==> src/rtl/vga_fb_arbiter_if.sv <==
// Signal bundle between the framebuffer arbiter, its display/host/clear clients and the pixel RAM.
interface vga_fb_arbiter_if #(
    parameter int PIX_W  = 3,
    parameter int ADDR_W = 15
);
    logic              disp_req;
    logic [ADDR_W-1:0] disp_addr;
    logic [PIX_W-1:0]  disp_pix;
    logic              disp_pix_vld;

    logic              host_valid;
    logic [ADDR_W-1:0] host_addr;
    logic [PIX_W-1:0]  host_data;
    logic              host_ready;

    logic              clr_start;
    logic [PIX_W-1:0]  clr_color;
    logic              clr_busy;
    logic              clr_done;

    logic              mem_en;
    logic              mem_we;
    logic [ADDR_W-1:0] mem_addr;
    logic [PIX_W-1:0]  mem_wdata;
    logic [PIX_W-1:0]  mem_rdata;

    modport slave (
        input  disp_req, disp_addr, host_valid, host_addr, host_data,
               clr_start, clr_color, mem_rdata,
        output disp_pix, disp_pix_vld, host_ready, clr_busy, clr_done,
               mem_en, mem_we, mem_addr, mem_wdata
    );

    modport master (
        output disp_req, disp_addr, host_valid, host_addr, host_data,
               clr_start, clr_color, mem_rdata,
        input  disp_pix, disp_pix_vld, host_ready, clr_busy, clr_done,
               mem_en, mem_we, mem_addr, mem_wdata
    );
endinterface

==> src/rtl/vga_fb_arbiter.sv <==
// Single-port framebuffer RAM arbiter: one RAM slot per cycle shared by scan-out
// reads, full-frame clear writes and a small host write buffer (in that priority).
module vga_fb_arbiter #(
    parameter int PIX_W      = 3,
    parameter int ADDR_W     = 15,
    parameter int FB_DEPTH   = 19200,
    parameter int WBUF_DEPTH = 4
) (
    input logic             clk,
    input logic             rst,
    vga_fb_arbiter_if.slave bus
);
    localparam int CNT_W = $clog2(WBUF_DEPTH + 1);
    localparam int PTR_W = (WBUF_DEPTH > 1) ? $clog2(WBUF_DEPTH) : 1;

    typedef enum logic [1:0] {IDLE, DRAIN, CLEAR} state_e;

    state_e            state_q, state_d;
    logic [PIX_W-1:0]  color_q, color_d;
    logic [ADDR_W-1:0] clr_cnt_q, clr_cnt_d;
    logic              clr_done_q, clr_done_d;

    logic [ADDR_W-1:0] wbuf_addr_q [WBUF_DEPTH];
    logic [PIX_W-1:0]  wbuf_data_q [WBUF_DEPTH];
    logic [PTR_W-1:0]  wr_ptr_q, wr_ptr_d, rd_ptr_q, rd_ptr_d;
    logic [CNT_W-1:0]  count_q, count_d;

    logic              mem_en_q, mem_en_d, mem_we_q, mem_we_d;
    logic [ADDR_W-1:0] mem_addr_q, mem_addr_d;
    logic [PIX_W-1:0]  mem_wdata_q, mem_wdata_d;

    logic              rd1_q, rd2_q, pix_vld_q;
    logic [PIX_W-1:0]  pix_q;

    logic host_ready, push, pop, rd_grant, clr_grant, head_in_range;

    function automatic logic [PTR_W-1:0] ptr_inc(input logic [PTR_W-1:0] p);
        return (p == PTR_W'(WBUF_DEPTH - 1)) ? '0 : p + 1'b1;
    endfunction

    assign host_ready    = (count_q < CNT_W'(WBUF_DEPTH)) && (state_q == IDLE);
    assign push          = bus.host_valid && host_ready;
    assign head_in_range = 32'(wbuf_addr_q[rd_ptr_q]) < FB_DEPTH;

    // NOTE: every signal written here gets a default first, so no path infers a latch.
    always_comb begin
        state_d     = state_q;
        color_d     = color_q;
        clr_cnt_d   = clr_cnt_q;
        clr_done_d  = 1'b0;
        mem_en_d    = 1'b0;
        mem_we_d    = 1'b0;
        mem_addr_d  = mem_addr_q;
        mem_wdata_d = mem_wdata_q;
        rd_grant    = 1'b0;
        clr_grant   = 1'b0;
        pop         = 1'b0;

        if (bus.disp_req) begin
            rd_grant   = 1'b1;
            mem_en_d   = 1'b1;
            mem_addr_d = bus.disp_addr;
        end else if (state_q == CLEAR) begin
            clr_grant   = 1'b1;
            mem_en_d    = 1'b1;
            mem_we_d    = 1'b1;
            mem_addr_d  = clr_cnt_q;
            mem_wdata_d = color_q;
        end else if (count_q != '0) begin
            // Out-of-range entries are popped without touching the RAM.
            pop = 1'b1;
            if (head_in_range) begin
                mem_en_d    = 1'b1;
                mem_we_d    = 1'b1;
                mem_addr_d  = wbuf_addr_q[rd_ptr_q];
                mem_wdata_d = wbuf_data_q[rd_ptr_q];
            end
        end

        case (state_q)
            IDLE: begin
                if (bus.clr_start) begin
                    color_d = bus.clr_color;
                    state_d = DRAIN;
                end
            end
            DRAIN: begin
                if (count_q == '0) begin
                    clr_cnt_d = '0;
                    state_d   = CLEAR;
                end
            end
            CLEAR: begin
                if (clr_grant) begin
                    clr_cnt_d = clr_cnt_q + 1'b1;
                    if (clr_cnt_q == ADDR_W'(FB_DEPTH - 1)) begin
                        clr_cnt_d  = '0;
                        clr_done_d = 1'b1;
                        state_d    = IDLE;
                    end
                end
            end
            default: state_d = IDLE;
        endcase

        wr_ptr_d = push ? ptr_inc(wr_ptr_q) : wr_ptr_q;
        rd_ptr_d = pop  ? ptr_inc(rd_ptr_q) : rd_ptr_q;
        count_d  = count_q;
        if (push && !pop) begin
            count_d = count_q + 1'b1;
        end else if (!push && pop) begin
            count_d = count_q - 1'b1;
        end
    end

    // NOTE: registers use non-blocking assignments so every flop samples pre-edge values.
    always_ff @(posedge clk or negedge rst) begin
        if (!rst) begin
            state_q     <= IDLE;
            color_q     <= '0;
            clr_cnt_q   <= '0;
            clr_done_q  <= 1'b0;
            wr_ptr_q    <= '0;
            rd_ptr_q    <= '0;
            count_q     <= '0;
            mem_en_q    <= 1'b0;
            mem_we_q    <= 1'b0;
            mem_addr_q  <= '0;
            mem_wdata_q <= '0;
            rd1_q       <= 1'b0;
            rd2_q       <= 1'b0;
            pix_vld_q   <= 1'b0;
            pix_q       <= '0;
        end else begin
            state_q     <= state_d;
            color_q     <= color_d;
            clr_cnt_q   <= clr_cnt_d;
            clr_done_q  <= clr_done_d;
            wr_ptr_q    <= wr_ptr_d;
            rd_ptr_q    <= rd_ptr_d;
            count_q     <= count_d;
            mem_en_q    <= mem_en_d;
            mem_we_q    <= mem_we_d;
            mem_addr_q  <= mem_addr_d;
            mem_wdata_q <= mem_wdata_d;
            // Read granted -> RAM access -> RAM data -> registered pixel.
            rd1_q       <= rd_grant;
            rd2_q       <= rd1_q;
            pix_vld_q   <= rd2_q;
            if (rd2_q) begin
                pix_q <= bus.mem_rdata;
            end
        end
    end

    // NOTE: buffer storage is not reset; count and pointers alone decide which entries are live.
    always_ff @(posedge clk) begin
        if (push) begin
            wbuf_addr_q[wr_ptr_q] <= bus.host_addr;
            wbuf_data_q[wr_ptr_q] <= bus.host_data;
        end
    end

    assign bus.host_ready   = host_ready;
    assign bus.clr_busy     = (state_q != IDLE);
    assign bus.clr_done     = clr_done_q;
    assign bus.mem_en       = mem_en_q;
    assign bus.mem_we       = mem_we_q;
    assign bus.mem_addr     = mem_addr_q;
    assign bus.mem_wdata    = mem_wdata_q;
    assign bus.disp_pix     = pix_q;
    assign bus.disp_pix_vld = pix_vld_q;
endmodule

==> src/flat_wrapper.sv <==
// flat-port wrapper written by rule: the top's interface ports become plain ports
module vga_fb_arbiter_flat 
#(
    parameter int PIX_W      = 3,
    parameter int ADDR_W     = 15,
    parameter int FB_DEPTH   = 19200,
    parameter int WBUF_DEPTH = 4
)
  (clk, rst, bus_disp_req, bus_disp_addr, bus_host_valid, bus_host_addr, bus_host_data, bus_clr_start, bus_clr_color, bus_mem_rdata, bus_disp_pix, bus_disp_pix_vld, bus_host_ready, bus_clr_busy, bus_clr_done, bus_mem_en, bus_mem_we, bus_mem_addr, bus_mem_wdata);
  vga_fb_arbiter_if #(.PIX_W(PIX_W), .ADDR_W(ADDR_W)) bus_i ();
  input logic clk;
  input logic rst;
  input wire logic [$bits(bus_i.disp_req)-1:0] bus_disp_req;
  input wire logic [$bits(bus_i.disp_addr)-1:0] bus_disp_addr;
  input wire logic [$bits(bus_i.host_valid)-1:0] bus_host_valid;
  input wire logic [$bits(bus_i.host_addr)-1:0] bus_host_addr;
  input wire logic [$bits(bus_i.host_data)-1:0] bus_host_data;
  input wire logic [$bits(bus_i.clr_start)-1:0] bus_clr_start;
  input wire logic [$bits(bus_i.clr_color)-1:0] bus_clr_color;
  input wire logic [$bits(bus_i.mem_rdata)-1:0] bus_mem_rdata;
  output wire logic [$bits(bus_i.disp_pix)-1:0] bus_disp_pix;
  output wire logic [$bits(bus_i.disp_pix_vld)-1:0] bus_disp_pix_vld;
  output wire logic [$bits(bus_i.host_ready)-1:0] bus_host_ready;
  output wire logic [$bits(bus_i.clr_busy)-1:0] bus_clr_busy;
  output wire logic [$bits(bus_i.clr_done)-1:0] bus_clr_done;
  output wire logic [$bits(bus_i.mem_en)-1:0] bus_mem_en;
  output wire logic [$bits(bus_i.mem_we)-1:0] bus_mem_we;
  output wire logic [$bits(bus_i.mem_addr)-1:0] bus_mem_addr;
  output wire logic [$bits(bus_i.mem_wdata)-1:0] bus_mem_wdata;
  assign bus_i.disp_req = bus_disp_req;
  assign bus_i.disp_addr = bus_disp_addr;
  assign bus_i.host_valid = bus_host_valid;
  assign bus_i.host_addr = bus_host_addr;
  assign bus_i.host_data = bus_host_data;
  assign bus_i.clr_start = bus_clr_start;
  assign bus_i.clr_color = bus_clr_color;
  assign bus_i.mem_rdata = bus_mem_rdata;
  assign bus_disp_pix = bus_i.disp_pix;
  assign bus_disp_pix_vld = bus_i.disp_pix_vld;
  assign bus_host_ready = bus_i.host_ready;
  assign bus_clr_busy = bus_i.clr_busy;
  assign bus_clr_done = bus_i.clr_done;
  assign bus_mem_en = bus_i.mem_en;
  assign bus_mem_we = bus_i.mem_we;
  assign bus_mem_addr = bus_i.mem_addr;
  assign bus_mem_wdata = bus_i.mem_wdata;
  vga_fb_arbiter #(.PIX_W(PIX_W), .ADDR_W(ADDR_W), .FB_DEPTH(FB_DEPTH), .WBUF_DEPTH(WBUF_DEPTH)) u_core (.clk(clk), .rst(rst), .bus(bus_i));
endmodule
==> config.mk <==
export PLATFORM = sky130hd
export DESIGN_NAME = vga_fb_arbiter_flat
export DESIGN_NICKNAME = d
export VERILOG_FILES = /design/src/rtl/vga_fb_arbiter_if.sv /design/src/rtl/vga_fb_arbiter.sv /design/src/flat_wrapper.sv
export SDC_FILE = /design/constraint.sdc
export NUM_CORES = 1
export LEC_CHECK = 0
export CAP_MARGIN = 15
export CORE_ASPECT_RATIO = 1.5
export CORE_MARGIN = 4
export CORE_UTILIZATION = 50
export CTS_CLUSTER_SIZE = 25
export DETAILED_ROUTE_END_ITERATION = 10
export GPL_TIMING_DRIVEN = 0
export PLACE_DENSITY = 0.77
export SKIP_LAST_GASP = 1
export SLEW_MARGIN = 10
export SYNTH_ARGS = -nofsm -noshare
export SYNTH_HDL_FRONTEND = slang
export SYNTH_SLANG_ARGS = --single-unit
==> constraint.sdc <==
create_clock -name clk -period 2.3 [get_ports clk]
set_input_delay 0.46 -clock clk [delete_from_list [all_inputs] [get_ports clk]]
set_output_delay 0.46 -clock clk [all_outputs]
set_load 0.02 [all_outputs]
==> results.yml <==
floorplan:
  ios: 71
  die_x_um: 93.51
  start_util_pct: 51.50
  die_h_um: 136.3
  core_um2: 10650
  row_count: 46
  dieArea_um2: 12740
power:
  clock_power_share_pct: 27.6
  netSwitchingFraction_pct: 31.56
  switchingPower_uw: 2663
  finalPower_uw: 8439
  comb_power_share_pct: 35.8
  leakagePower_uw: 0.002791
  peakVddDrop_mv: 0.6500
  power.internal_uw: 5776
  powerDensity_nw_per_um2: 1195
  pwr-share-seq_pct: 36.7
worst_setup_path:
  ff2ff_setup_slack_ns: -0.02
  path_max_fanout: 10
  crit_type: "reg2reg"
  start_kind: "flip-flop"
  required_ns: 2.60
  critPathArrivalTime_ns: 2.62
  worstSetupEndpointType: "flip-flop"
drt:
  remaining_drc_errors: 0
  wl_per_cell_um: 18.94
  vias: 3500
  drt-initial-drc-count: 141
  vias_per_cell: 5.591
  routed_wirelength_mm: 11.86
  firstDrtPassIters: 4
  ant_nets: 0
logic_synthesis:
  ys_seq_area_share_pct: 64.07
  synth_ff_type: "edfxtp_1"
  synth.distinct_cells: 50
  syn_inst: 370
  yosysWarnings: 0
  postSynthAreaPerCell_um2: 14.82
  ys_ff_latch: 126
  async_flop_share_pct: 42.86
  synthesis.nets: 422
  synthTopCellsByCount: "edfxtp_1 (72), dfrtp_1 (54), o21ai_0 (39)"
  synth_most_common_cell: "edfxtp_1"
  synth_edf_count: 72
  synth_area_leader_cell: "edfxtp_1"
  ys_top_cells_by_area: "edfxtp_1 (39%), dfrtp_1 (25%), mux4_2 (4.5%)"
  synth_top_area_share_pct: 39.43
  syn_area_um2: 5484
layout:
  antenna_cells: 0
  fillers: 758
  area_growth_pct: 28.82
  seqCellArea_um2: 3517
  final_area_um2: 7064
  multiInputGateArea_um2: 1861
  drive_gt1_share_pct: 21.78
  final_nets: 521
min_path:
  holdCritPathClass: "in2async"
sta:
  min_period_ns: 2.319
  fmax_mhz: 431.2
  worst_slew_margin_rel_pct: 35.51
  drv_slew: 0
  worstMarginPinSlew_ns: 0.9674
  finalSetupViolCount: 11
  finClkSkew_ns: 0.005704
  worst_hold_slack_ns: 0.01208
  hold_viol_final: 0
  setup-tns-final_ns: -0.1351
  fin_crit_sh_pct: 100.8
  rsz0062_at_grt: "yes"
  setup_ws_ns: -0.01931
outcome:
  violations: "setup timing"
  outcome: "finished with violations"
place:
  dpl_cell_area_um2: 6387
  gp_congestion: 0.9267
  dp_hpwl_mm: 8.096
  portBuffers: 70
clock_tree:
  tritoncts: "yes"
  clkTransAtPathRegs_ns: 0.06
  cts-root-buf: "clkbuf_16"
  clockBufferDepth: 2
  insertion_delay_ns: 0.41
  clock_sinks: 126
  cts_buffers: 17
  cts_hold_buf: 0
  h-tree-depth: 4
global_routing:
  grt_pass1_vias: 3683
  grt_use_total_pct: 19.56
  grt_start_max_net_pins: 34
  overflow: 0
  antenna_found_initial: 0
  grt_pass1_wl_mm: 18.42
run:
  cap_violations: 0
[cell families after synthesis]
kind of cell | count (synthesis) | share of synthesized area, %
buffers and inverters | 30 | 2.715
AO/OA/AOI/OAI | 62 | 6.434
XOR/XNOR | 3 | 0.4792
flip-flops | 126 | 64.07
AND/OR/NAND/NOR | 83 | 8.009
multiplexers | 58 | 16.34
adder cells (fa/ha/maj) | 8 | 1.962
[power groups by stage]
stage / combinational [uW] / clock (uW) / sequential (uW)
floorplan: 1610 / 0 / 3260
global placement: 2680 / 0 / 3070
detailed placement: 2770 / 0 / 3100
CTS: 2920 / 2370 / 3080
global route: 3230 / 2470 / 3150
finish: 3020 / 2330 / 3100
[through the flow]
step / std cells / utilization [%] / setup WS [ns]
2_1_floorplan: 370 / - / 0.02762
3_3_place_gp: 584 / 59.85 / -0.8364
3_5_place_dp: 585 / 59.99 / -0.5480
4_1_cts: 623 / 65.64 / -0.006010
5_1_grt: 626 / 66.35 / -0.1043
6_report: 626 / 66.35 / -0.01931
[cells in the final DEF, fill, tap and decap left out, types with 4 or more instances in the layout]
| master | synthesis | layout |
|---|---|---|
| ha_1 | 7 | 7 |
| or3_1 | 6 | 5 |
| mux2_4 | 9 | 9 |
| clkbuf_16 | 0 | 17 |
| mux2i_1 | 16 | 16 |
| edfxtp_1 | 72 | 72 |
| inv_1 | 13 | 13 |
| clkdlybuf4s50_1 | 0 | 68 |
| nand4_1 | 4 | 4 |
| nand2_1 | 25 | 25 |
| mux4_1 | 7 | 4 |
| nand3_1 | 5 | 5 |
| clkbuf_1 | 8 | 6 |
| mux4_2 | 11 | 14 |
| nor2_1 | 15 | 14 |
| and3_1 | 7 | 7 |
| clkinv_4 | 0 | 5 |
| nor3_1 | 6 | 5 |
| clkinv_2 | 0 | 4 |
| a21oi_1 | 10 | 10 |
| dfrtp_1 | 54 | 51 |
| buf_2 | 4 | 5 |
| buf_4 | 0 | 9 |
| clkinvlp_4 | 0 | 4 |
| mux2_2 | 15 | 15 |
| o21ai_0 | 39 | 39 |
[worst max-delay path: stages, from the launching register on]
cell and delay (ns):
dfrtp_2 0.42, buf_8 0.15, mux4_2 0.55, a21oi_2 0.18, nand3b_1 0.13, a311o_1 0.19
buf_6 0.13, buf_12 0.14, mux2_4 0.30
[cell type report]
cell class	count	area share, %
Sequential cell	126	49.79
Multi-Input combinational cell	214	26.34
Timing Repair Buffer	81	11.71
Clock buffer	17	6.022
Tap cell	144	2.550
Buffer	16	1.470
Clock inverter	15	1.435
Inverter	13	0.6908
[registers in the layout, summed over array words and instances, names as in the netlist]
register,flops
u_core.bus.clr_done,1
u_core.bus.disp_pix,3
u_core.bus.disp_pix_vld,1
u_core.bus.mem_addr,15
u_core.bus.mem_en,1
u_core.bus.mem_wdata,3
u_core.bus.mem_we,1
u_core.clr_cnt_q,15
u_core.color_q,3
u_core.count_q,3
u_core.rd1_q,1
u_core.rd2_q,1
u_core.rd_ptr_q,2
u_core.state_q,2
u_core.wbuf_addr_q,60
u_core.wbuf_data_q,12
u_core.wr_ptr_q,2
[path summary, 6_finish.rpt]
kind	from	to	cells after the start
worst max-delay path	u_core.rd_ptr_q[0]	u_core.bus.mem_addr[5]	8
worst min-delay path	rst	u_core.color_q[2]	1
worst max register to register	u_core.rd_ptr_q[0]	u_core.bus.mem_addr[5]	8
worst min register to register	u_core.rd1_q	u_core.rd2_q	0
max in group asynchronous	rst	u_core.rd_ptr_q[0]	2
min in group clk	u_core.rd1_q	u_core.rd2_q	0
[what timing repair did]
item | 4_1_cts | 5_1_grt
resized for setup | 11 | 9
cloned | 1 | 0
endpoints found under the setup margin | 29 | 28
endpoints found under the hold margin | 0 | 0
pin swaps | 1 | 2
buffers inserted | 5 | 4
[routing by layer]
layer | GRT usage, % | vias to the layer above | part of all wire [%]
met3 | 6.146 | 32 | 4.9
li1 | - | 1608 | -
met4 | 8.476 | 0 | 3.2
met2 | 34.34 | 127 | 54
met1 | 21.58 | 1733 | 38
met5 | 0 | - | 0
Power figures use the tool's default switching activity.
